File: src/rtl/controller_sequencer_if.sv
// ---------------------------------------------------------------------------
// controller_sequencer_if
// Purpose : SAP-1 control bus between the controller/sequencer and the bus
//           agents (IR, PC, MAR, RAM, A, B, ALU, OUT). It carries the opcode
//           from the instruction register and the active-high control word
//           that goes back to every agent.
// Signals :
//   i_opcode          4  opcode from the instruction register
//   o_pc_inc          1  increment PC (Cp)
//   o_pc_out          1  PC drives bus (Ep)
//   o_mar_load        1  MAR loads from bus (Lm)
//   o_ram_out         1  RAM drives bus (CE)
//   o_ir_load         1  IR loads from bus (Li)
//   o_ir_send_address 1  IR drives low nibble to bus (Ei)
//   o_a_load          1  A loads from bus (La)
//   o_a_out           1  A drives bus (Ea)
//   o_alu_sub         1  ALU subtract select (Su)
//   o_alu_out         1  ALU drives bus (Eu)
//   o_b_load          1  B loads from bus (Lb)
//   o_out_load        1  OUT register loads from bus (Lo)
// Modports:
//   master : the sequencer (drives the control word, reads the opcode)
//   slave  : the bus agents (drive the opcode, read the control word)
// ---------------------------------------------------------------------------
interface controller_sequencer_if;
  logic [3:0] i_opcode;
  logic       o_pc_inc;
  logic       o_pc_out;
  logic       o_mar_load;
  logic       o_ram_out;
  logic       o_ir_load;
  logic       o_ir_send_address;
  logic       o_a_load;
  logic       o_a_out;
  logic       o_alu_sub;
  logic       o_alu_out;
  logic       o_b_load;
  logic       o_out_load;

  modport master (
    input  i_opcode,
    output o_pc_inc, o_pc_out, o_mar_load, o_ram_out, o_ir_load,
           o_ir_send_address, o_a_load, o_a_out, o_alu_sub, o_alu_out,
           o_b_load, o_out_load
  );

  modport slave (
    output i_opcode,
    input  o_pc_inc, o_pc_out, o_mar_load, o_ram_out, o_ir_load,
           o_ir_send_address, o_a_load, o_a_out, o_alu_sub, o_alu_out,
           o_b_load, o_out_load
  );
endinterface

File: src/rtl/controller_sequencer.sv
// ---------------------------------------------------------------------------
// controller_sequencer
// Purpose : SAP-1 controller/sequencer. Steps a one-hot T1..T6 ring counter
//           and decodes the control word from the current T-state and the
//           opcode held in the instruction register. HLT freezes the ring
//           in T4 with a sticky halt flag that only reset clears.
// Ports   :
//   i_clk      in   1  system clock, rising edge
//   i_reset_n  in   1  asynchronous active-low reset
//   i_debug    in   1  simulation trace select; ignored by the hardware
//   bus        master modport of controller_sequencer_if (opcode in,
//                      control word out)
//   o_tstate   out  6  one-hot ring state, bit0=T1 .. bit5=T6
//   o_halt     out  1  sticky halt flag
// Configuration:
//   CTRL_SKIP_NOP_EN  when defined, instructions skip their trailing idle
//                     states: LDA ends after T5, OUT and undefined opcodes
//                     end after T4; ADD/SUB keep all six states. When
//                     undefined every instruction takes six clocks.
// ---------------------------------------------------------------------------
module controller_sequencer (
  input  logic                          i_clk,
  input  logic                          i_reset_n,
  input  logic                          i_debug,
  controller_sequencer_if.master        bus,
  output logic [5:0]                    o_tstate,
  output logic                          o_halt
);

  localparam logic [3:0] OP_LDA = 4'b0000;
  localparam logic [3:0] OP_ADD = 4'b0001;
  localparam logic [3:0] OP_SUB = 4'b0010;
  localparam logic [3:0] OP_OUT = 4'b1110;
  localparam logic [3:0] OP_HLT = 4'b1111;

  typedef enum logic [5:0] {
    T1 = 6'b000001,
    T2 = 6'b000010,
    T3 = 6'b000100,
    T4 = 6'b001000,
    T5 = 6'b010000,
    T6 = 6'b100000
  } tstate_t;

  tstate_t r_state;
  logic    r_halt;

  logic w_op_lda;
  logic w_op_add;
  logic w_op_sub;
  logic w_op_out;
  logic w_op_hlt;
  logic w_op_defined;
  logic w_t4_last;
  logic w_t5_last;
  logic w_unused_debug;

  assign w_op_lda     = (bus.i_opcode == OP_LDA);
  assign w_op_add     = (bus.i_opcode == OP_ADD);
  assign w_op_sub     = (bus.i_opcode == OP_SUB);
  assign w_op_out     = (bus.i_opcode == OP_OUT);
  assign w_op_hlt     = (bus.i_opcode == OP_HLT);
  assign w_op_defined = w_op_lda | w_op_add | w_op_sub | w_op_out | w_op_hlt;

  // The trace select only matters to a simulation model; the hardware
  // has nothing to do with it.
  assign w_unused_debug = i_debug;

`ifdef CTRL_SKIP_NOP_EN
  // Instructions whose remaining T-states would be idle return to fetch early.
  assign w_t4_last = w_op_out | ~w_op_defined;
  assign w_t5_last = w_op_lda;
`else
  assign w_t4_last = 1'b0;
  assign w_t5_last = 1'b0;
`endif

  // Ring counter and halt flag. HLT is recognised on the edge leaving T4:
  // the ring stays parked in T4 and every later clock is ignored.
  always_ff @(posedge i_clk or negedge i_reset_n) begin
    if (!i_reset_n) begin
      r_state <= T1;
      r_halt  <= 1'b0;
    end else if (!r_halt) begin
      case (r_state)
        T1: r_state <= T2;
        T2: r_state <= T3;
        T3: r_state <= T4;
        T4: begin
          if (w_op_hlt) begin
            r_halt <= 1'b1;
          end else if (w_t4_last) begin
            r_state <= T1;
          end else begin
            r_state <= T5;
          end
        end
        T5: r_state <= w_t5_last ? T1 : T6;
        T6: r_state <= T1;
        default: r_state <= T1;  // recover from a non one-hot value
      endcase
    end
  end

  assign o_tstate = r_state;
  assign o_halt   = r_halt;

  // Moore control word per T-state. Gated by the reset pin as well as the
  // halt flag so nothing drives the bus while reset is held, even though
  // the ring already sits in T1 then.
  always_comb begin
    bus.o_pc_inc          = 1'b0;
    bus.o_pc_out          = 1'b0;
    bus.o_mar_load        = 1'b0;
    bus.o_ram_out         = 1'b0;
    bus.o_ir_load         = 1'b0;
    bus.o_ir_send_address = 1'b0;
    bus.o_a_load          = 1'b0;
    bus.o_a_out           = 1'b0;
    bus.o_alu_sub         = 1'b0;
    bus.o_alu_out         = 1'b0;
    bus.o_b_load          = 1'b0;
    bus.o_out_load        = 1'b0;
    if (i_reset_n && !r_halt) begin
      case (r_state)
        T1: begin
          bus.o_pc_out   = 1'b1;
          bus.o_mar_load = 1'b1;
        end
        T2: begin
          bus.o_pc_inc = 1'b1;
        end
        T3: begin
          bus.o_ram_out = 1'b1;
          bus.o_ir_load = 1'b1;
        end
        T4: begin
          if (w_op_lda | w_op_add | w_op_sub) begin
            bus.o_ir_send_address = 1'b1;
            bus.o_mar_load        = 1'b1;
          end else if (w_op_out) begin
            bus.o_a_out    = 1'b1;
            bus.o_out_load = 1'b1;
          end
        end
        T5: begin
          if (w_op_lda) begin
            bus.o_ram_out = 1'b1;
            bus.o_a_load  = 1'b1;
          end else if (w_op_add | w_op_sub) begin
            bus.o_ram_out = 1'b1;
            bus.o_b_load  = 1'b1;
          end
        end
        T6: begin
          if (w_op_add | w_op_sub) begin
            bus.o_alu_sub = w_op_sub;
            bus.o_alu_out = 1'b1;
            bus.o_a_load  = 1'b1;
          end
        end
        default: ;
      endcase
    end
  end

endmodule

File: src/flat_wrapper.sv
// flat-port wrapper written by rule: the top's interface ports become plain ports
module controller_sequencer_flat 
  (i_clk, i_reset_n, i_debug, o_tstate, o_halt, bus_i_opcode, bus_o_pc_inc, bus_o_pc_out, bus_o_mar_load, bus_o_ram_out, bus_o_ir_load, bus_o_ir_send_address, bus_o_a_load, bus_o_a_out, bus_o_alu_sub, bus_o_alu_out, bus_o_b_load, bus_o_out_load);
  controller_sequencer_if bus_i ();
  input  logic i_clk;
  input  logic i_reset_n;
  input  logic i_debug;
  output logic [5:0] o_tstate;
  output logic o_halt;
  input wire logic [$bits(bus_i.i_opcode)-1:0] bus_i_opcode;
  output wire logic [$bits(bus_i.o_pc_inc)-1:0] bus_o_pc_inc;
  output wire logic [$bits(bus_i.o_pc_out)-1:0] bus_o_pc_out;
  output wire logic [$bits(bus_i.o_mar_load)-1:0] bus_o_mar_load;
  output wire logic [$bits(bus_i.o_ram_out)-1:0] bus_o_ram_out;
  output wire logic [$bits(bus_i.o_ir_load)-1:0] bus_o_ir_load;
  output wire logic [$bits(bus_i.o_ir_send_address)-1:0] bus_o_ir_send_address;
  output wire logic [$bits(bus_i.o_a_load)-1:0] bus_o_a_load;
  output wire logic [$bits(bus_i.o_a_out)-1:0] bus_o_a_out;
  output wire logic [$bits(bus_i.o_alu_sub)-1:0] bus_o_alu_sub;
  output wire logic [$bits(bus_i.o_alu_out)-1:0] bus_o_alu_out;
  output wire logic [$bits(bus_i.o_b_load)-1:0] bus_o_b_load;
  output wire logic [$bits(bus_i.o_out_load)-1:0] bus_o_out_load;
  assign bus_i.i_opcode = bus_i_opcode;
  assign bus_o_pc_inc = bus_i.o_pc_inc;
  assign bus_o_pc_out = bus_i.o_pc_out;
  assign bus_o_mar_load = bus_i.o_mar_load;
  assign bus_o_ram_out = bus_i.o_ram_out;
  assign bus_o_ir_load = bus_i.o_ir_load;
  assign bus_o_ir_send_address = bus_i.o_ir_send_address;
  assign bus_o_a_load = bus_i.o_a_load;
  assign bus_o_a_out = bus_i.o_a_out;
  assign bus_o_alu_sub = bus_i.o_alu_sub;
  assign bus_o_alu_out = bus_i.o_alu_out;
  assign bus_o_b_load = bus_i.o_b_load;
  assign bus_o_out_load = bus_i.o_out_load;
  controller_sequencer u_core (.i_clk(i_clk), .i_reset_n(i_reset_n), .i_debug(i_debug), .bus(bus_i), .o_tstate(o_tstate), .o_halt(o_halt));
endmodule
File: config.mk
export PLATFORM = sky130hd
export DESIGN_NAME = controller_sequencer_flat
export DESIGN_NICKNAME = d
export VERILOG_FILES = /design/src/rtl/controller_sequencer_if.sv /design/src/rtl/controller_sequencer.sv /design/src/flat_wrapper.sv
export SDC_FILE = /design/constraint.sdc
export NUM_CORES = 1
export LEC_CHECK = 0
export BUFFER_PORTS_ARGS = -buffer_cell sky130_fd_sc_hd__buf_2
export CORE_MARGIN = 3
export CORE_UTILIZATION = 37
export CTS_CLUSTER_SIZE = 16
export DETAILED_ROUTE_END_ITERATION = 16
export PLACE_DENSITY_LB_ADDON = 0.12
export SYNTH_ARGS = -nofsm -noshare
export SYNTH_HDL_FRONTEND = slang
export SYNTH_SLANG_ARGS = --single-unit
File: constraint.sdc
create_clock -name i_clk -period 2 [get_ports i_clk]
set_clock_uncertainty 0.15 [all_clocks]
set_input_delay 0.3 -clock i_clk [delete_from_list [all_inputs] [get_ports i_clk]]
set_output_delay 0.3 -clock i_clk [all_outputs]
set_load 0.03 [all_outputs]
==> impl_metrics.csv, run 1 <==
group,metric,value,unit
min_path,min_path_cells,3,
yosys,syn_avg_cell_area,8.41,um2
yosys,syn_nets,71,
finish,syn_to_final_growth,83.3,%
yosys,ys_warn_count,0,
drt,totalWireLength,1730,um
sta,slew_headroom,0.767,
drt,drc,0,
sta,whs,0.363,ns
critical_path,ff2ff_setup_slack,0.09,ns
yosys,synth_commonest_cells,"nor2_1 (9), dfrtp_1 (6), nand2_1 (6), o21ai_0 (5), nand3_1 (4)",
drt,dr.pass1.iters,4,
place,place_congestion,0.839,
sta,fmax,482,MHz
critical_path,worstSetupPathType,"register to primary output",
clock_network,cts_tree,"yes",
yosys,synth_top_area_share,0.279,
sta,rsz0062_at_grt,"true",
yosys,synthArstFlopShare,1.00,
sta,fin_crit_sh,1.04,
yosys,yosys.area.top_type,"dfrtp_1",
floorplan,start_util,0.403,
sta,hold_violations,0,
critical_path,cp-end-kind,"primary output",
pwr,p_sw,0.528,mW
critical_path,crit_family,"simple AND/OR/NAND/NOR gates",
clock_network,clk_latency,0.26,ns
min_path,min_to,"u_core.o_halt$_DFF_PN0_",
floorplan,die_h,44.1,um
place,dpl.hpwl,1200,um
drt,vias,667,
pwr,p_clk_frac,0.128,
pwr,power.share.switching,0.476,
pwr,combPwrFrac,0.620,
flow_run,cap_violations,0,
finish,final_util,0.739,
grt,grt_pass1_wl,2730,um
finish,antenna_cells,0,
critical_path,cpPeakStageDelay,0.42,ns
yosys,ys_top_cells_by_area,"dfrtp_1 (28%), nor2_1 (6.3%), dfstp_2 (4.9%), o21ai_0 (4.7%), nand2_1 (4.2%)",
finish,fin_cells,119,
sta,setup_viol,8,
yosys,yosysMostFrequentCell,"nor2_1",
finish,drive_above_1_share,0.635,
finish,fillers,108,
place,dp_cells,109,
grt,overflow,0,
yosys,synth-edff-count,0,
yosys,synth.distinct_cells,28,
critical_path,crit-reg2reg-capture,"u_core.o_tstate[3]$_DFFE_PN0P_",
sta,setup_slack,-0.0766,ns
finish,finalInstanceArea,986,um2
pwr,leakage,0.443,nW
drt,wl_per_cell,14.5,um
critical_path,crit_required,1.55,ns
pwr,power.internal,0.581,mW
critical_path,r2r_cells,6,
sta,drv_slew,0,
floorplan,ioPinCount,26,
min_path,hold_path.startpoint,"bus_i_opcode[2]",
place,placed_cell_area,776,um2
floorplan,die_x,44.1,um
drt,via_per_inst,5.61,
pwr,p_seq_frac,0.252,
sta,worst_pin_slew,0.345,ns
finish,layout.nets,112,
grt,grt_antenna_before_repair,0,
yosys,ys_seq_area_frac,0.328,
clock_network,root_buffer,"clkbuf_4",
critical_path,critPathLaunchType,"register",
critical_path,worstPathCellList,"nor4_4 > buf_4 > nand2_4 > nor4_4 > buf_6",
place,port_buffers,24,
drt,ant_nets,0,
pwr,peakVddDrop,0.000809,V
status,violations,"negative setup slack",
min_path,hp-class,"input port to register",
clock_network,cts_sinks,7,
grt,track_usage,0.192,
critical_path,crit_slowest_cell,"dfrtp_2",
clock_network,cts.htree.levels,1,
critical_path,crit_top_cell,"nor4_4",
floorplan,die_area,1950,um2
yosys,netlist_area,538,um2
clock_network,cts_buffers,3,
critical_path,path_buf_inv,2,
yosys,synthCells,64,
drt,drt-initial-drc-count,10,
floorplan,core-area,1330,um2
critical_path,cp_max_fo,4,
yosys,ys_ff_latch,7,
status,outcome,"finished, violations left",
yosys,synth_flop_cell,"dfrtp_1",
critical_path,critical_path_arrival,1.63,ns
pwr,power.density,1120,nW/um2
critical_path,timing.rr.start,"u_core.o_tstate[4]$_DFFE_PN0P_",
floorplan,rows,13,
sta,post-route-min-period,2.08,ns
grt,grt_max_degree,8,
clock_network,cts.clk_slew.worst_paths,0.06,ns
clock_network,cts_buffer_depth,2,
grt,grt_pass1_vias,610,
-- metrics by stage --
step | setup WS (ns) | setup TNS [ns] | power, mW
after global placement | 0.0171 | 0 | 0.787
after CTS | -0.0670 | -0.182 | 1.03
final | -0.0766 | -0.376 | 1.11
after global routing | -0.160 | -1.14 | 1.18
after detailed placement | -0.0111 | -0.0145 | 0.796
after floorplan | -0.197 | -0.394 | 0.626
-- worst max path at each step --
stage / start / end / slack, ns / cells past startpoint
after floorplan: u_core.o_tstate[4]$_DFFE_PN0P_ / bus_o_out_load / -0.20 / 4
after global placement: u_core.o_tstate[1]$_DFFE_PN0P_ / bus_o_ram_out / 0.02 / 5
after detailed placement: u_core.o_tstate[1]$_DFFE_PN0P_ / bus_o_ram_out / -0.01 / 5
after CTS: u_core.o_tstate[3]$_DFFE_PN0P_ / bus_o_a_load / -0.07 / 5
after global routing: u_core.o_tstate[4]$_DFFE_PN0P_ / bus_o_a_out / -0.16 / 5
final: u_core.o_tstate[4]$_DFFE_PN0P_ / bus_o_a_out / -0.08 / 5
-- layout by cell type (no fill, tap or decap), types with 2 or more instances in the layout --
master    instances
nor4_4            3
dfrtp_2           5
inv_1             2
clkbuf_4          5
buf_4            12
nand3b_1          2
nand3_1           3
nor2_4            2
nand2b_1          2
buf_2            12
a21oi_1           2
nand4_1           3
nor3_4            2
o21bai_4          2
nor2_1            3
nor2_2            4
o21ai_0           4
buf_6            11
nand2_1           6
mux2i_1           2
-- power groups by stage --
stage               Clock (mW)  Combinational, mW  Sequential (mW)
finish                   0.142              0.688            0.279
CTS                      0.137              0.617            0.273
detailed placement           0              0.535            0.261
floorplan                    0              0.277            0.349
global route             0.155              0.735            0.287
global placement             0              0.528            0.259
-- logic make-up after synthesis --
logic type / share of synthesized area
AOI/OAI and AO/OA: 0.172
xor gates and xnor gates: 0.0163
and+or+nand+nor: 0.370
muxes: 0.0651
buffers and inverters: 0.0488
DFF: 0.328
-- worst min-delay path: stages --
cell	delay [ns]
buf_2	0.13
nand4_1	0.17
o21bai_4	0.13
-- sequential cells by signal, summed over array words and instances, names as in the netlist --
name / flops
u_core.o_halt: 1
u_core.o_tstate: 6
-- cell type report --
cell class	count	area (um2)	area share
repair buffers	38	299	0.303
clock buffers	4	26.3	0.0266
multi-input cells	53	452	0.458
well taps	15	18.8	0.0190
flip-flops and latches	7	183	0.185
inverters	2	7.51	0.00761
-- metal layers --
layer | vias to the layer above | GRT usage | wire length [um]
li1 | 315 | - | -
met1 | 327 | 0.249 | 765
met2 | 21 | 0.305 | 856
met3 | 4 | 0.0366 | 75
met4 | 0 | 0.0904 | 30
met5 | - | 0 | 0
-- repair_timing --
item | CTS | global route
gates resized for setup | 18 | 23
pin swaps | 8 | 7
endpoints found under the hold margin | 6 | 0
setup endpoints to repair | 10 | 13
hold buffers | 1 | 0
buffers inserted | 4 | 1
Power figures use the tool's default switching activity.
==> run 2, diff against run 1 <==
--- a/config.mk
+++ b/config.mk
@@ -11,6 +11,7 @@
 export CTS_CLUSTER_SIZE = 16
 export DETAILED_ROUTE_END_ITERATION = 16
 export PLACE_DENSITY_LB_ADDON = 0.12
+export SKIP_CTS_REPAIR_TIMING = 1
 export SYNTH_ARGS = -nofsm -noshare
 export SYNTH_HDL_FRONTEND = slang
 export SYNTH_SLANG_ARGS = --single-unit
==> impl_metrics.csv, run 2 (same netlist as run 1, synthesis figures left out) <==
group,metric,value,unit
sta,fmax,463,MHz
finish,final_common_cell,"buf_4",
min_path,hp-class,"input port to register",
clock_network,clk_latency,0.26,ns
finish,fillers,111,
drt,via_per_inst,5.58,
floorplan,ioPinCount,26,
grt,grt_pass1_vias,565,
pwr,p_clk_frac,0.132,
drt,vias,664,
sta,post-route-min-period,2.16,ns
floorplan,rows,13,
finish,largest_reg_flops,6,
sta,setup_viol,10,
finish,drive_above_1_share,0.615,
critical_path,critical_path_arrival,1.71,ns
pwr,power.internal,0.549,mW
clock_network,cts_buffers,3,
sta,worst_pin_slew,0.347,ns
place,port_buffers,24,
drt,wl_per_cell,14.5,um
sta,fin_crit_sh,1.08,
finish,final_util,0.723,
drt,drc,0,
flow_run,cap_violations,0,
critical_path,ff2ff_setup_slack,0.09,ns
pwr,power.density,1110,nW/um2
clock_network,cts.htree.levels,1,
sta,rsz0062_at_grt,"true",
status,outcome,"finished, violations left",
pwr,combPwrFrac,0.609,
critical_path,setup.worst_path.start,"u_core.o_tstate[3]$_DFFE_PN0P_",
pwr,p_sw,0.520,mW
critical_path,cpPeakStageDelay,0.45,ns
grt,overflow,0,
finish,layout.nets,112,
place,dpl.hpwl,1200,um
finish,antenna_cells,0,
clock_network,cts_buffer_depth,2,
floorplan,die_area,1950,um2
clock_network,cts.clk_slew.worst_paths,0.06,ns
critical_path,cp_max_fo,7,
critical_path,worstPathCellList,"nor4_4 > nand3b_1 > mux2i_1 > o211a_1 > buf_6",
grt,grt_pass1_wl,2460,um
clock_network,cts_sinks,7,
pwr,total_power,1.07,mW
pwr,power.share.switching,0.486,
critical_path,worstSetupPathType,"register to primary output",
critical_path,crit_slowest_cell,"dfrtp_2",
drt,drt-initial-drc-count,17,
critical_path,timing.rr.start,"u_core.o_tstate[4]$_DFFE_PN0P_",
floorplan,die_h,44.1,um
finish,regArea,183,um2
floorplan,start_util,0.403,
critical_path,cp-end-kind,"primary output",
pwr,peakVddDrop,0.000750,V
critical_path,crit_required,1.55,ns
sta,slew_headroom,0.765,
finish,syn_to_final_growth,79.3,%
sta,hold_violations,0,
clock_network,cts_tree,"yes",
floorplan,core-area,1330,um2
grt,grt_max_degree,9,
min_path,hold_path.startpoint,"bus_i_opcode[2]",
pwr,leakage,0.424,nW
drt,ant_nets,0,
grt,track_usage,0.171,
grt,grt_antenna_before_repair,0,
sta,drv_slew,0,
place,place_congestion,0.839,
drt,totalWireLength,1720,um
clock_network,root_buffer,"clkbuf_4",
floorplan,die_x,44.1,um
drt,dr.pass1.iters,4,
critical_path,critPathLaunchType,"register",
status,violations,"negative setup slack",
finish,final_cell_mix,"buf_4 (13), buf_2 (12), buf_6 (9), nand2_1 (6), clkbuf_4 (6)",
pwr,p_seq_frac,0.259,
sta,setup_slack,-0.158,ns
finish,multi_input_area,438,um2
==> run 2: final cells by class <==
class | count | area share
timing repair buffer | 38 | 0.302
inverter | 2 | 0.00778
tap | 15 | 0.0195
multi-input combinational | 53 | 0.454
clock buffer | 4 | 0.0272
sequential | 7 | 0.189
==> run 2: path summary, 6_finish.rpt <==
path / endpoint / depth (start not counted)
worst max register to register: u_core.o_tstate[3]$_DFFE_PN0P_ / 5
max in group asynchronous: u_core.o_tstate[0]$_DFFE_PN1P_ / 3
worst min-delay path: u_core.o_halt$_DFF_PN0_ / 3
worst min register to register: u_core.o_tstate[2]$_DFFE_PN0P_ / 2
min in group asynchronous: u_core.o_tstate[5]$_DFFE_PN0P_ / 3
worst max-delay path: bus_o_a_load / 5
==> run 2: worst max-delay path, delay by kind of cell, from the launching register on <==
kind	cells	cell delay [ns]
simple gates	2	0.52
buf+inv	1	0.13
mux	1	0.19
compound gates	1	0.16
flops	1	0.45
==> run 2: power groups by stage <==
| stage | clock, mW | sequential, mW | combinational [mW] |
|---|---|---|---|
| 4_1_cts | 0.137 | 0.258 | 0.537 |
| 2_1_floorplan | 0 | 0.349 | 0.277 |
| 6_report | 0.141 | 0.277 | 0.651 |
| 5_1_grt | 0.156 | 0.285 | 0.691 |
| 3_3_place_gp | 0 | 0.259 | 0.528 |
| 3_5_place_dp | 0 | 0.261 | 0.535 |
==> run 2: through the flow <==
step | hold slack, ns | cells | setup slack [ns] | setup TNS, ns | instance area, um2
2_1_floorplan | -0.146 | 64 | -0.197 | -0.394 | 596
3_3_place_gp | 0.0946 | 109 | 0.0171 | 0 | 776
3_5_place_dp | 0.101 | 109 | -0.0111 | -0.0145 | 776
4_1_cts | -0.173 | 113 | -0.283 | -1.51 | 802
5_1_grt | 0.354 | 119 | -0.231 | -1.69 | 965
6_report | 0.333 | 119 | -0.158 | -0.755 | 965
==> run 2: metal layers <==
metal,share of wire,track usage
met1,0.43,0.225
met5,0,0
met3,0.054,0.0366
met2,0.50,0.267
met4,0.017,0.0723
==> run 3, diff against run 2 <==
--- a/config.mk
+++ b/config.mk
@@ -5,6 +5,7 @@
 export SDC_FILE = /design/constraint.sdc
 export NUM_CORES = 1
 export LEC_CHECK = 0
+export ABC_AREA = 1
 export BUFFER_PORTS_ARGS = -buffer_cell sky130_fd_sc_hd__buf_2
 export CORE_MARGIN = 3
 export CORE_UTILIZATION = 37
==> impl_metrics.csv, run 3 <==
group,metric,value,unit
grt,grt_antenna_before_repair,0,
clock_network,cts_buffers,3,
sta,slew_headroom,0.751,
yosys,synth_flop_cell,"dfrtp_1",
critical_path,worstPathCellList,"nor2_4 > nand2_1 > inv_2 > nand2_1 > o22ai_2 > buf_4",
finish,syn_to_final_growth,48.0,%
finish,layout.nets,117,
clock_network,root_buffer,"clkbuf_4",
pwr,peakVddDrop,0.000367,V
floorplan,start_util,0.401,
grt,grt_max_degree,13,
sta,post-route-min-period,1.95,ns
floorplan,ioPinCount,26,
grt,track_usage,0.153,
drt,totalWireLength,1450,um
place,dp_cells,117,
yosys,synth_top_area_share,0.281,
place,place_congestion,0.804,
sta,hold_violations,0,
sta,whs,0.367,ns
place,dpl.hpwl,1110,um
yosys,yosys.area.top_type,"dfrtp_1",
floorplan,core-area,1330,um2
finish,finalInstanceArea,791,um2
drt,wl_per_cell,11.7,um
yosys,ys_top_cells_by_area,"dfrtp_1 (28%), nor2_1 (12%), nand2_1 (11%), nand3_1 (7.5%), dfstp_2 (4.9%)",
critical_path,crit_required,1.55,ns
yosys,syn_avg_cell_area,6.85,um2
sta,fin_crit_sh,0.975,
yosys,synthCells,78,
clock_network,cts_tree,"yes",
grt,overflow,0,
sta,rsz0062_at_grt,"true",
flow_run,cap_violations,0,
yosys,synthArstFlopShare,1.00,
drt,dr.pass1.iters,4,
clock_network,cts.clk_slew.worst_paths,0.06,ns
yosys,ys_warn_count,0,
floorplan,die_area,1940,um2
floorplan,die_x,44,um
yosys,yosysMostFrequentCell,"nor2_1",
grt,grt_pass1_wl,2210,um
critical_path,setup.worst_path.start,"u_core.o_tstate[1]$_DFFE_PN0P_",
critical_path,cp-end-kind,"primary output",
clock_network,cts_sinks,7,
critical_path,cpPeakStageDelay,0.44,ns
drt,drc,0,
sta,setup_viol,0,
critical_path,critical_path_arrival,1.50,ns
critical_path,crit_top_cell,"nand2_1",
drt,ant_nets,0,
critical_path,timing.rr.start,"u_core.o_tstate[5]$_DFFE_PN0P_",
min_path,hold_path.startpoint,"bus_i_opcode[2]",
critical_path,cp_max_fo,5,
clock_network,cts.htree.levels,1,
place,port_buffers,24,
min_path,hp-class,"input port to register",
critical_path,worstSetupPathType,"register to primary output",
drt,vias,604,
finish,final_common_cell,"buf_2",
critical_path,critPathLaunchType,"register",
yosys,ys_seq_area_frac,0.330,
finish,final_cell_mix,"buf_2 (19), nand2_1 (15), nor2_1 (15), inv_1 (7)",
yosys,synth-edff-count,0,
yosys,ys_ff_latch,7,
drt,via_per_inst,4.87,
finish,antenna_cells,0,
pwr,leakage,0.373,nW
clock_network,cts_buffer_depth,2,
yosys,synth.distinct_cells,19,
sta,worst_pin_slew,0.371,ns
place,placed_cell_area,694,um2
status,outcome,"finished clean",
floorplan,die_h,44,um
sta,fmax,513,MHz
yosys,synth_commonest_cells,"nor2_1 (17), nand2_1 (15), nand3_1 (8), inv_1 (7), dfrtp_1 (6)",
finish,fin_cells,124,
drt,drt-initial-drc-count,16,
clock_network,clk_latency,0.26,ns
yosys,netlist_area,534,um2
yosys,syn_nets,85,
grt,grt_pass1_vias,509,
floorplan,rows,13,
critical_path,crit_slowest_cell,"dfrtp_2",
finish,drive_above_1_share,0.495,
finish,largest_reg_flops,6,
sta,drv_slew,0,
pwr,power.density,372,nW/um2
==> run 3: cell families (layout without fill, tap and decap cells) <==
family | after synthesis | in the layout | synth area share
simple gates | 48 | 48 | 0.419
buf+inv | 14 | 45 | 0.119
compound gates | 9 | 9 | 0.131
flops | 7 | 7 | 0.330
==> run 3: layer usage <==
| layer | track usage | vias to the layer above | routed length [um] |
|---|---|---|---|
| met5 | 0 | - | 0 |
| met4 | 0 | 0 | 0 |
| met3 | 0.0747 | 0 | 85 |
| met2 | 0.253 | 17 | 723 |
| met1 | 0.190 | 276 | 641 |
| li1 | - | 311 | - |
==> run 3: layout make-up <==
type | instances | area (um2)
fillers | 140 | 543
multi-input cells | 57 | 347
flip-flops and latches | 7 | 179
repair buffers | 29 | 175
inverters | 12 | 45.0
clock buffers | 4 | 26.3
well taps | 15 | 18.8
==> run 3: critical path, delay by kind of cell, from the launching register on <==
family | cells | cell delay [ns]
flip-flops | 1 | 0.44
AND/OR/NAND/NOR | 3 | 0.35
buffers and inverters | 2 | 0.26
AO/OA/AOI/OAI | 1 | 0.19
==> run 3: path summary, 6_finish.rpt <==
path	end	slack, ns	depth (start not counted)
setup / recovery	bus_o_a_load	0.05	6
setup reg to reg	u_core.o_tstate[5]$_DFFE_PN0P_	0.41	5
hold / removal	u_core.o_halt$_DFF_PN0_	0.37	3
max in group asynchronous	u_core.o_tstate[1]$_DFFE_PN0P_	1.01	3
min in group asynchronous	u_core.o_tstate[3]$_DFFE_PN0P_	0.44	3
hold reg to reg	u_core.o_tstate[0]$_DFFE_PN1P_	0.41	3
==> run 3: metrics by stage <==
stage | TNS, ns | worst slack (ns) | total power [mW] | utilization
floorplan | -0.0550 | -0.0341 | 0.150 | -
global placement | 0 | 0.169 | 0.162 | 0.521
detailed placement | 0 | 0.182 | 0.162 | 0.521
CTS | -0.104 | -0.0437 | 0.293 | 0.540
global route | -0.0799 | -0.0402 | 0.312 | 0.593
finish | 0 | 0.0504 | 0.294 | 0.593
==> run 3: where the power goes <==
group	internal, mW	switching [mW]	leakage (nW)	total, mW
Sequential	0.142	0	0.0856	0.142
Combinational	0.00948	0.0127	0.272	0.0222
Clock	0.0762	0.0539	0.0150	0.130
